### config.mk
export PLATFORM = sky130hd
export DESIGN_NAME = regfile_write_arbiter
export DESIGN_NICKNAME = d
export VERILOG_FILES = /design/src/rtl/regfile_write_arbiter_pkg.sv /design/src/rtl/regfile_write_arbiter_rr_arbiter2.sv /design/src/rtl/regfile_write_arbiter.sv
export SDC_FILE = /design/constraint.sdc
export NUM_CORES = 1
export LEC_CHECK = 0
export BUFFER_PORTS_ARGS = -buffer_cell sky130_fd_sc_hd__buf_4
export CORE_MARGIN = 5
export CORE_UTILIZATION = 40
export CTS_BUF_LIST = sky130_fd_sc_hd__clkbuf_16
export CTS_CLUSTER_SIZE = 24
export DETAILED_ROUTE_END_ITERATION = 6
export PLACE_DENSITY = 0.79
export SLEW_MARGIN = 10
export SYNTH_ARGS = -nofsm -noshare
export SYNTH_HDL_FRONTEND = slang
export SYNTH_SLANG_ARGS = --single-unit
### constraint.sdc
create_clock -name clk -period 3.4 [get_ports clk]
set_input_delay 0.17 -clock clk [delete_from_list [all_inputs] [get_ports clk]]
set_output_delay 0.17 -clock clk [all_outputs]
set_load 0.01 [all_outputs]
### src/rtl/regfile_write_arbiter_pkg.sv
// -----------------------------------------------------------------------------
// regfile_write_arbiter_pkg
// Shared definitions for the register-file writeback arbiter: default data and
// address widths, requester index constants and the round-robin pointer type.
// -----------------------------------------------------------------------------
package regfile_write_arbiter_pkg;

    localparam int XLEN = 32;
    localparam int AW   = 5;

    // Requester indices; also the bit positions in the valid/grant vectors.
    localparam int REQ_ALU = 0;
    localparam int REQ_LD  = 1;

    // Points at the requester that wins the next contended cycle.
    typedef enum logic {
        RR_ALU = 1'b0,
        RR_LD  = 1'b1
    } rr_ptr_t;

endpackage : regfile_write_arbiter_pkg

### src/rtl/regfile_write_arbiter_rr_arbiter2.sv
// -----------------------------------------------------------------------------
// rr_arbiter2
// Two-way round-robin grant logic, purely combinational. A lone requester is
// granted without moving the pointer; under contention the pointed-to requester
// wins and the next pointer moves to the other one.
//
// Ports
//   valid_i    [1:0]  request vector, bit REQ_ALU / REQ_LD
//   ptr_i             current priority pointer
//   gnt_o      [1:0]  one-hot grant (all zero when nothing is valid)
//   ptr_nxt_o         pointer value to register for the next cycle
// -----------------------------------------------------------------------------
module rr_arbiter2
    import regfile_write_arbiter_pkg::*;
(
    input  logic [1:0] valid_i,
    input  rr_ptr_t    ptr_i,
    output logic [1:0] gnt_o,
    output rr_ptr_t    ptr_nxt_o
);

    always_comb begin
        gnt_o     = 2'b00;
        ptr_nxt_o = ptr_i;
        unique case (valid_i)
            2'b01: gnt_o[REQ_ALU] = 1'b1;
            2'b10: gnt_o[REQ_LD]  = 1'b1;
            2'b11: begin
                if (ptr_i == RR_ALU) begin
                    gnt_o[REQ_ALU] = 1'b1;
                    ptr_nxt_o      = RR_LD;
                end else begin
                    gnt_o[REQ_LD]  = 1'b1;
                    ptr_nxt_o      = RR_ALU;
                end
            end
            default: ;
        endcase
    end

endmodule : rr_arbiter2

### src/rtl/regfile_write_arbiter.sv
// -----------------------------------------------------------------------------
// regfile_write_arbiter
// Arbitrates ALU and load writebacks onto a single register-file write port
// (1-cycle latency), tracks pending destination registers in a scoreboard and
// raises stall when an issuing source operand is still pending.
//
// Optional feature: define REGFILE_WB_BYPASS_EN to forward the committing
// write (A3/WD3) to matching source operands and suppress their stall.
//
// Ports
//   clk, reset                      clock, synchronous active-high reset
//   alu_valid/alu_ready, alu_rd,    ALU writeback handshake (requester 0)
//   alu_data
//   ld_valid/ld_ready, ld_rd,       load writeback handshake (requester 1)
//   ld_data
//   rsv_valid, rsv_rd               issue stage marks rsv_rd pending
//   rs1, rs2                        source operands being issued
//   stall                           source operand hazard
//   fwd1_valid/fwd1_data,           bypass results for rs1 / rs2
//   fwd2_valid/fwd2_data
//   A3, WD3, RegWrite               register-file write port
// -----------------------------------------------------------------------------
module regfile_write_arbiter #(
    parameter int XLEN = regfile_write_arbiter_pkg::XLEN,
    parameter int AW   = regfile_write_arbiter_pkg::AW
) (
    input  logic            clk,
    input  logic            reset,
    input  logic            alu_valid,
    output logic            alu_ready,
    input  logic [AW-1:0]   alu_rd,
    input  logic [XLEN-1:0] alu_data,
    input  logic            ld_valid,
    output logic            ld_ready,
    input  logic [AW-1:0]   ld_rd,
    input  logic [XLEN-1:0] ld_data,
    input  logic            rsv_valid,
    input  logic [AW-1:0]   rsv_rd,
    input  logic [AW-1:0]   rs1,
    input  logic [AW-1:0]   rs2,
    output logic            stall,
    output logic            fwd1_valid,
    output logic [XLEN-1:0] fwd1_data,
    output logic            fwd2_valid,
    output logic [XLEN-1:0] fwd2_data,
    output logic [AW-1:0]   A3,
    output logic [XLEN-1:0] WD3,
    output logic            RegWrite
);

    import regfile_write_arbiter_pkg::*;

    localparam int NREG = 1 << AW;

    rr_ptr_t         rr_ptr_q, rr_ptr_d;
    logic            regwrite_q, regwrite_d;
    logic [AW-1:0]   a3_q, a3_d;
    logic [XLEN-1:0] wd3_q, wd3_d;
    logic [NREG-1:0] pending_q, pending_d;

    logic [1:0]      req_valid;
    logic [1:0]      gnt;
    logic            xfer;
    logic [AW-1:0]   win_rd;
    logic [XLEN-1:0] win_data;
    logic            bypass1, bypass2;

    // Requests are masked during reset so neither ready can rise.
    assign req_valid = {ld_valid, alu_valid} & {2{~reset}};

    rr_arbiter2 u_rr_arbiter2 (
        .valid_i   (req_valid),
        .ptr_i     (rr_ptr_q),
        .gnt_o     (gnt),
        .ptr_nxt_o (rr_ptr_d)
    );

    assign alu_ready = gnt[REQ_ALU];
    assign ld_ready  = gnt[REQ_LD];
    assign xfer      = |gnt;
    assign win_rd    = gnt[REQ_LD] ? ld_rd   : alu_rd;
    assign win_data  = gnt[REQ_LD] ? ld_data : alu_data;

    // Writes to x0 are accepted but never committed; A3/WD3 keep their last
    // committed values so the port only ever shows real writes.
    always_comb begin
        regwrite_d = xfer && (win_rd != '0);
        a3_d       = a3_q;
        wd3_d      = wd3_q;
        if (regwrite_d) begin
            a3_d  = win_rd;
            wd3_d = win_data;
        end
    end

    // Reset gates the port combinationally so a write accepted just before
    // reset asserts is dropped in its commit cycle.
    assign RegWrite = regwrite_q & ~reset;
    assign A3       = reset ? '0 : a3_q;
    assign WD3      = reset ? '0 : wd3_q;

    // Set after clear: a new reservation wins over a same-cycle commit.
    always_comb begin
        pending_d = pending_q;
        if (RegWrite) begin
            pending_d[A3] = 1'b0;
        end
        if (rsv_valid && (rsv_rd != '0)) begin
            pending_d[rsv_rd] = 1'b1;
        end
        pending_d[0] = 1'b0;
    end

    always_ff @(posedge clk) begin
        if (reset) begin
            rr_ptr_q   <= RR_ALU;
            regwrite_q <= 1'b0;
            a3_q       <= '0;
            wd3_q      <= '0;
            pending_q  <= '0;
        end else begin
            rr_ptr_q   <= rr_ptr_d;
            regwrite_q <= regwrite_d;
            a3_q       <= a3_d;
            wd3_q      <= wd3_d;
            pending_q  <= pending_d;
        end
    end

`ifdef REGFILE_WB_BYPASS_EN
    assign bypass1    = RegWrite && (A3 == rs1) && (rs1 != '0);
    assign bypass2    = RegWrite && (A3 == rs2) && (rs2 != '0);
    assign fwd1_valid = bypass1;
    assign fwd2_valid = bypass2;
    assign fwd1_data  = bypass1 ? WD3 : '0;
    assign fwd2_data  = bypass2 ? WD3 : '0;
`else
    assign bypass1    = 1'b0;
    assign bypass2    = 1'b0;
    assign fwd1_valid = 1'b0;
    assign fwd2_valid = 1'b0;
    assign fwd1_data  = '0;
    assign fwd2_data  = '0;
`endif

    assign stall = ((rs1 != '0) && pending_q[rs1] && !bypass1) ||
                   ((rs2 != '0) && pending_q[rs2] && !bypass2);

endmodule : regfile_write_arbiter

==> results of run 1 <==
-- synth_stat cells, drive strengths merged --
| master | number | area, um2 |
|---|---|---|
| o32ai | 3 | 26.28 |
| or4b | 1 | 10.01 |
| clkbuf | 20 | 75.07 |
| nor2 | 18 | 67.56 |
| and3b | 3 | 26.28 |
| xor2 | 1 | 8.760 |
| nand2b | 5 | 31.28 |
| conb | 1 | 3.750 |
| a311o | 1 | 10.01 |
| nand2 | 40 | 150.1 |
| mux4 | 14 | 315.3 |
| o211ai | 3 | 50.05 |
| nor2b | 24 | 150.1 |
| inv | 33 | 123.9 |
| a21o | 1 | 7.510 |
| nor3 | 2 | 10.01 |
| o21ai | 53 | 265.3 |
| or4 | 3 | 30.03 |
| nor4b | 1 | 8.760 |
| a211oi | 15 | 112.6 |
| or3 | 1 | 6.260 |
| clkinv | 1 | 3.750 |
| nand4 | 23 | 143.9 |
| buf | 86 | 640.6 |
| a31oi | 14 | 87.58 |
| nand3 | 4 | 25.02 |
| mux2 | 1 | 11.26 |
| and3 | 3 | 18.77 |
| mux2i | 31 | 310.3 |
| a2111oi | 14 | 122.6 |
| nor3b | 5 | 37.54 |
| nand3b | 4 | 30.03 |
| a21oi | 32 | 160.2 |
| and4 | 14 | 122.6 |
| dfxtp | 70 | 1401 |
-- how the worst max path moves through the flow --
| stage | end | slack, ns | cells past startpoint |
|---|---|---|---|
| 3_5_place_dp | wd3_q[27] | 0.72 | 6 |
| 5_1_grt | ld_ready | 0.64 | 5 |
| 2_1_floorplan | stall | 1.73 | 5 |
| 4_1_cts | ld_ready | 0.94 | 5 |
| 3_3_place_gp | a3_q[3] | 0.85 | 7 |
| 6_report | ld_ready | 0.92 | 5 |
-- layer usage --
| metal | track usage | wire, um | up-vias |
|---|---|---|---|
| li1 | - | - | 2055 |
| met1 | 0.2629 | 5464 | 2039 |
| met2 | 0.2805 | 5836 | 250 |
| met3 | 0.04781 | 1409 | 17 |
| met4 | 0.06040 | 207 | 0 |
| met5 | 0 | 0 | - |
-- power groups by stage --
stage	combinational (W)	clock [W]	sequential, W
after floorplan	0.000319	0	0.000899
after global routing	0.000479	0.000945	0.000899
final	0.000433	0.000899	0.000894
after CTS	0.000430	0.000908	0.000894
after global placement	0.000419	0	0.000908
after detailed placement	0.000429	0	0.000911
-- flip-flops by register name, summed over array words and instances (netlist names) --
name,count
a3_q,5
pending_q,31
regwrite_q,1
rr_ptr_q,1
wd3_q,32
-- layout by cell type (no fill, tap or decap), types with 2 or more instances in the layout --
cell type                   count
sky130_fd_sc_hd__and3_1         3
sky130_fd_sc_hd__nand3b_1       4
sky130_fd_sc_hd__buf_4        139
sky130_fd_sc_hd__o32ai_1        3
sky130_fd_sc_hd__nand3_1        3
sky130_fd_sc_hd__and3b_1        3
sky130_fd_sc_hd__a2111oi_0     14
sky130_fd_sc_hd__a21oi_1       32
sky130_fd_sc_hd__clkbuf_16      9
sky130_fd_sc_hd__and4_1        14
sky130_fd_sc_hd__nand2b_1       5
sky130_fd_sc_hd__nand2_1       40
sky130_fd_sc_hd__clkinv_1       3
sky130_fd_sc_hd__mux4_2        14
sky130_fd_sc_hd__nor2b_1       24
sky130_fd_sc_hd__a211oi_1      15
sky130_fd_sc_hd__dfxtp_1       70
sky130_fd_sc_hd__o211ai_4       2
sky130_fd_sc_hd__inv_1         34
sky130_fd_sc_hd__nand4_1       23
sky130_fd_sc_hd__nor2_1        18
sky130_fd_sc_hd__nor3_1         2
sky130_fd_sc_hd__conb_1        66
sky130_fd_sc_hd__mux2i_1       31
sky130_fd_sc_hd__or4_4          2
sky130_fd_sc_hd__o21ai_0       52
sky130_fd_sc_hd__a31oi_1       14
sky130_fd_sc_hd__nor3b_1        5
-- stage by stage --
stage	cell area [um2]	worst slack (ns)
final	5638	0.9153
after global routing	5638	0.6410
after CTS	5638	0.9432
after detailed placement	5355	0.7226
after global placement	5355	0.8509
after floorplan	4848	1.732
-- critical path: cells and delay by family --
family	cells	cell delay [ns]
buffers and inverters	4	1.30
and+or+nand+nor	1	0.81
-- final cells by class --
| class | instances | area (um2) |
|---|---|---|
| fill | 1100 | 5732 |
| multi-input combinational | 400 | 2604 |
| sequential | 70 | 1401 |
| timing repair buffer | 139 | 1044 |
| clock buffer | 9 | 225.2 |
| tap | 143 | 178.9 |
| inverter | 34 | 127.6 |
| clock inverter | 7 | 57.56 |
-- logic make-up (layout without fill, tap and decap cells) --
logic type,count (synthesis),in the layout
other,1,66
XOR/XNOR,1,1
AND/OR/NAND/NOR,151,151
buffers and inverters,140,189
flip-flops,70,70
multiplexers,46,46
AO/OA/AOI/OAI,136,136
==> PnR_summary.wiki, run 1 <==
{| class="wikitable"
! Metric !! Value
|-
| Number of H-tree levels || 3
|-
| Critical path start-end classification || in2out
|-
| Number of DRC markers after the initial detailed-route iteration || 260
|-
| RSZ-0062 raised after global routing || no
|-
| Proportion of synthesized chip area in sequential cells || 0.3043
|-
| Number of hold violations in the final report || 0
|-
| # rows || 39
|-
| Crit. Startpoint || reset
|-
| Simple-gate share of the synthesized area || 0.1886
|-
| Origin of the worst min-delay path || ld_data[17]
|-
| Worst setup SP type || input port
|-
| Clk network pwr share || 0.404
|-
| Synthesized netlist cell count || 545
|-
| Final instance count without filler cells || 802
|-
| Clock sink count || 70
|-
| Register clock-pin slew on the reported worst setup and hold paths || 0.06 ns
|-
| Synth unique cells || 43
|-
| Critical Path Sink Type || output pin
|-
| Total power || 0.002226 W
|-
| Number of global-route vias before repair || 4172
|-
| Critical-path top delay cell || sky130_fd_sc_hd__nand3_2
|-
| Maximum clock skew at final layout || 0.004990 ns
|-
| Minimum setup slack among reg-to-reg paths || 1.09 ns
|-
| Total vias in the final route || 4361
|-
| Required time at the worst-slack endpoint || 3.23 ns
|-
| Number of nets with antenna violations after routing || 0
|-
| Maximum capacitance violations || 0
|-
| Detail-routed via count per cell || 5.438
|-
| Clock tree root driver cell || sky130_fd_sc_hd__clkbuf_16
|-
| Worst-case reg-to-reg path depth || 5
|-
| Routability congestion estimate from global placement || 0.8975
|-
| Flip-flop and latch count after synthesis || 70
|-
| Antenna diode count || 0
|-
| Placed insts || 786
|-
| Pin count of the biggest net entering global routing || 65
|-
| Post-CTS sizing || 0
|-
| Post-synthesis mux area share || 0.1383
|-
| TritonCTS clock tree || done
|-
| Longest Clk Path Bufs || 2
|-
| Xor and xnor area share after synthesis || 0.001902
|-
| Area overhead of the layout relative to synthesis || 22.45%
|-
| Total congestion overflow || 0
|-
| Total I/O pin count || 201
|-
| Number of buffers created by CTS || 9
|-
| Synth Warn # || 0
|-
| DRC violations left || 0
|-
| Worst min path class || in2reg
|-
| Total track usage || 0.1871
|-
| Detailed-router iteration count before antenna repair || 7
|-
| Slew at the pin closest to its max-slew limit || 1.068 ns
|-
| Arithmetic-cell share of the synthesized area counting full adders, half adders and majority gates || 0
|-
| Combinational group share of total power || 0.195
|-
| DRT Wirelength || 12920 um
|-
| Final-report setup violation count || 0
|-
| Minimum period implied by the final worst setup slack || 2.485 ns
|-
| Number of buffers inserted by port buffering || 134
|-
| Static leakage || 2.509 nW
|-
| Core outline area || 0.01137 mm2
|-
| Height of the die || 117.3 um
|-
| Clk_lat worst skew || 0.33 ns
|-
| Average detailed-routed wire length per instance || 16.11 um
|-
| Internal portion of total power || 0.001613 W
|-
| Detailed Place HPWL || 9563 um
|-
| Part of the total power dissipated in sequential elements || 0.402
|-
| Tightest hold margin || 0.1253 ns
|-
| Nets@finish || 748
|-
| Synth Area in Compound Gates || 0.1829
|-
| Crit path top cell by count || sky130_fd_sc_hd__buf_4
|-
| Global-route wire length before repair || 20560 um
|-
| Largest voltage drop on the vdd net || 0.2204 mV
|-
| Run status || finished, final reports clean
|-
| Critical R2R Launch || rr_ptr_q
|-
| Ordered list of cells on the worst path || buf_4 > clkinv_1 > nand3_2 > inv_1 > buf_4
|-
| Post-Synthesis Cell Area || 0.004604 mm2
|-
| Data arrival, critical path || 2.31 ns
|-
| Initial antenna violation count || 0
|-
| Switching part of the total power || 0.2753
|-
| Sum Neg Setup Slack || 0 ns
|-
| Post-synthesis area per instance || 8.448 um2
|-
| Initial core utilization || 0.4050
|-
| Worst-case headroom to the max-slew limit || 0.2878
|-
| DIE AREA || 0.01376 mm2
|-
| Layout cell share with drive strength beyond 1 || 0.2610
|-
| Largest family of logic cells by synthesized area || simple AND/OR/NAND/NOR gates
|-
| Final Max Slew Viols || 0
|-
| Die X-Extent || 117.3 um
|-
| Reg2reg end || wd3_q[19]
|-
| Hold depth || 3
|-
| Setup Fix Bufs, Post-CTS || 0
|-
| Switch Pwr || 0.0006129 W
|-
| CTS Hold Bufs || 0
|-
| Util after Layout || 0.4959
|-
| Largest fanout of any net on the critical path || 40
|-
| Maximum achievable frequency || 0.4025 GHz
|-
| Delay of the slowest cell on the worst path || 0.81 ns
|-
| PwrDens || 394.8 mW/mm2
|-
| Period Utilization, post-route || 0.7308
|-
| Hold Path Sink || wd3_q[17]
|}
Note: power is estimated with default switching activity, not from simulation.
==> inputs of run 2 (changes only) <==
- clock period: 3.4 -> 2.3 ns (I/O delays scaled with it)
==> PnR_summary.wiki, run 2 (synthesis results as in run 1) <==
{| class="wikitable"
! Metric !! Value
|-
| Setup Fix Bufs, Post-CTS || 0
|-
| Maximum achievable frequency || 0.4780 GHz
|-
| Number of flip-flops under the largest register name || 32
|-
| Buffers & Inverters on Critical Path || 1
|-
| Height of the die || 117.3 um
|-
| Register clock-pin slew on the reported worst setup and hold paths || 0.05 ns
|-
| Final Max Slew Viols || 0
|-
| Final worst-path setup slack || 0.2079 ns
|-
| Total congestion overflow || 0
|-
| Number of buffers created by CTS || 9
|-
| Minimum period implied by the final worst setup slack || 2.092 ns
|-
| Total track usage || 0.1846
|-
| Most frequent cells in the layout || sky130_fd_sc_hd__buf_4, sky130_fd_sc_hd__dfxtp_1, sky130_fd_sc_hd__conb_1
|-
| Run status || finished, final reports clean
|-
| DIE AREA || 0.01376 mm2
|-
| Crit. Startpoint || pending_q[15]
|-
| Antenna diode count || 0
|-
| Number of hold violations in the final report || 0
|-
| Biggest registers after layout || wd3_q x32, pending_q x31, a3_q x5
|-
| Critical Path Sink Type || output pin
|-
| Maximum clock skew at final layout || 0.006232 ns
|-
| Routability congestion estimate from global placement || 0.8912
|-
| PwrDens || 561.9 mW/mm2
|-
| # rows || 39
|-
| Die X-Extent || 117.3 um
|-
| Util after Layout || 0.4982
|-
| Number of global-route vias before repair || 4072
|-
| Largest delay share family, worst path || compound AO/OA/AOI/OAI gates
|-
| Clock sink count || 70
|-
| Data arrival, critical path || 1.98 ns
|-
| Placed insts || 793
|-
| CTS Hold Bufs || 0
|-
| Detailed-router iteration count before antenna repair || 4
|-
| Required time at the worst-slack endpoint || 2.18 ns
|-
| Longest Clk Path Bufs || 2
|-
| DRT Wirelength || 12770 um
|-
| Worst min path class || in2reg
|-
| Post-CTS sizing || 0
|-
| Maximum capacitance violations || 0
|-
| Period Utilization, post-route || 0.9096
|-
| Worst-case headroom to the max-slew limit || 0.5714
|-
| Register ranked first by flip-flop count || wd3_q
|-
| Average detailed-routed wire length per instance || 15.80 um
|-
| Pre-CTS worst setup slack || 0.4486 ns
|-
| Final-report setup violation count || 0
|-
| Area of the multi-input gates || 0.002604 mm2
|-
| Total I/O pin count || 201
|-
| Total vias in the final route || 4326
|-
| Initial antenna violation count || 0
|-
| Delay of the slowest cell on the worst path || 0.48 ns
|-
| Slew at the pin closest to its max-slew limit || 0.6405 ns
|-
| DRC violations left || 0
|-
| Clk_lat worst skew || 0.33 ns
|-
| Nets@finish || 755
|-
| Largest fanout of any net on the critical path || 3
|-
| Initial core utilization || 0.4050
|-
| Number of buffers inserted by port buffering || 134
|-
| Critical path start-end classification || reg2out
|-
| Clock tree root driver cell || sky130_fd_sc_hd__clkbuf_16
|-
| Final instance count without filler cells || 808
|-
| Detailed Place HPWL || 9652 um
|-
| Worst setup SP type || flop
|-
| TritonCTS clock tree || done
|-
| Number of H-tree levels || 3
|-
| Total area of sequential cells || 0.001401 mm2
|-
| Origin of the worst min-delay path || ld_data[12]
|-
| Sum Neg Setup Slack || 0 ns
|-
| Leading cell type in the layout, fill and taps excluded || sky130_fd_sc_hd__buf_4
|-
| Area overhead of the layout relative to synthesis || 23.02%
|-
| Largest voltage drop on the vdd net || 0.2763 mV
|-
| Static leakage || 2.533 nW
|-
| Critical-path top delay cell || sky130_fd_sc_hd__mux4_2
|-
| Layout cell share with drive strength beyond 1 || 0.2707
|-
| Number of nets with antenna violations after routing || 0
|-
| Critical R2R Launch || rr_ptr_q
|-
| Number of inserted filler cells in the final layout || 1056
|-
| Ordered list of cells on the worst path || mux4_2 > o32ai_1 > a211oi_1 > a311o_1 > buf_4
|-
| Pin count of the biggest net entering global routing || 67
|-
| Detail-routed via count per cell || 5.354
|-
| Number of DRC markers after the initial detailed-route iteration || 318
|-
| Core outline area || 0.01137 mm2
|-
| RSZ-0062 raised after global routing || no
|-
| Global-route wire length before repair || 20190 um
|}
[run 2: cell types whose count changed in the layout (fill, tap and decap cells not counted), sizes merged]
cell / delta
buf: +7
clkinv: +2
bufinv: -1
inv: -1
clkinvlp: -1
[run 2: power by group]
part	total (W)	internal [W]	switching [W]
sequential	0.00132	0.00128	0.0000383
combinational	0.000648	0.000289	0.000359
clock	0.00121	0.000711	0.000504
total	0.00318	0.00228	0.000901
[run 2: final cells by class]
class	count	area share
repair buffers	146	0.1935
clock inverters	6	0.005522
flip-flops and latches	70	0.2474
inverters	34	0.02253
well taps	143	0.03159
multi-input cells	400	0.4597
clock buffers	9	0.03976
[run 2: final timing paths]
| check | end | slack, ns | depth (start not counted) |
|---|---|---|---|
| max | stall | 0.21 | 5 |
| min | wd3_q[12] | 0.07 | 3 |
| max reg2reg | wd3_q[6] | 0.59 | 5 |
| min reg2reg | wd3_q[31] | 0.47 | 2 |
[run 2: per-layer routing]
metal  routed length [um]  vias up  part of all wire  track usage
met1                 5284     1993              0.41       0.2570
met5                    0        -                 0            0
met2                 5943      248              0.47       0.2911
li1                     -     2070                 -            -
met3                 1413       15              0.11      0.03907
met4                  129        0             0.010      0.04893
[run 2: worst min-delay path: stages]
cell and delay, ns:
sky130_fd_sc_hd__buf_4 0.08, sky130_fd_sc_hd__mux2i_1 0.05, sky130_fd_sc_hd__o21ai_0 0.12
[run 2: per-stage QoR]
step	power [W]	instance area (um2)	hold slack, ns
after global placement	0.001968	5408	0.3902
after detailed placement	0.001988	5408	0.4028
after floorplan	0.001801	4848	0.2883
after global routing	0.003337	5664	0.09587
after CTS	0.003204	5664	0.05743
final	0.003183	5664	0.06639
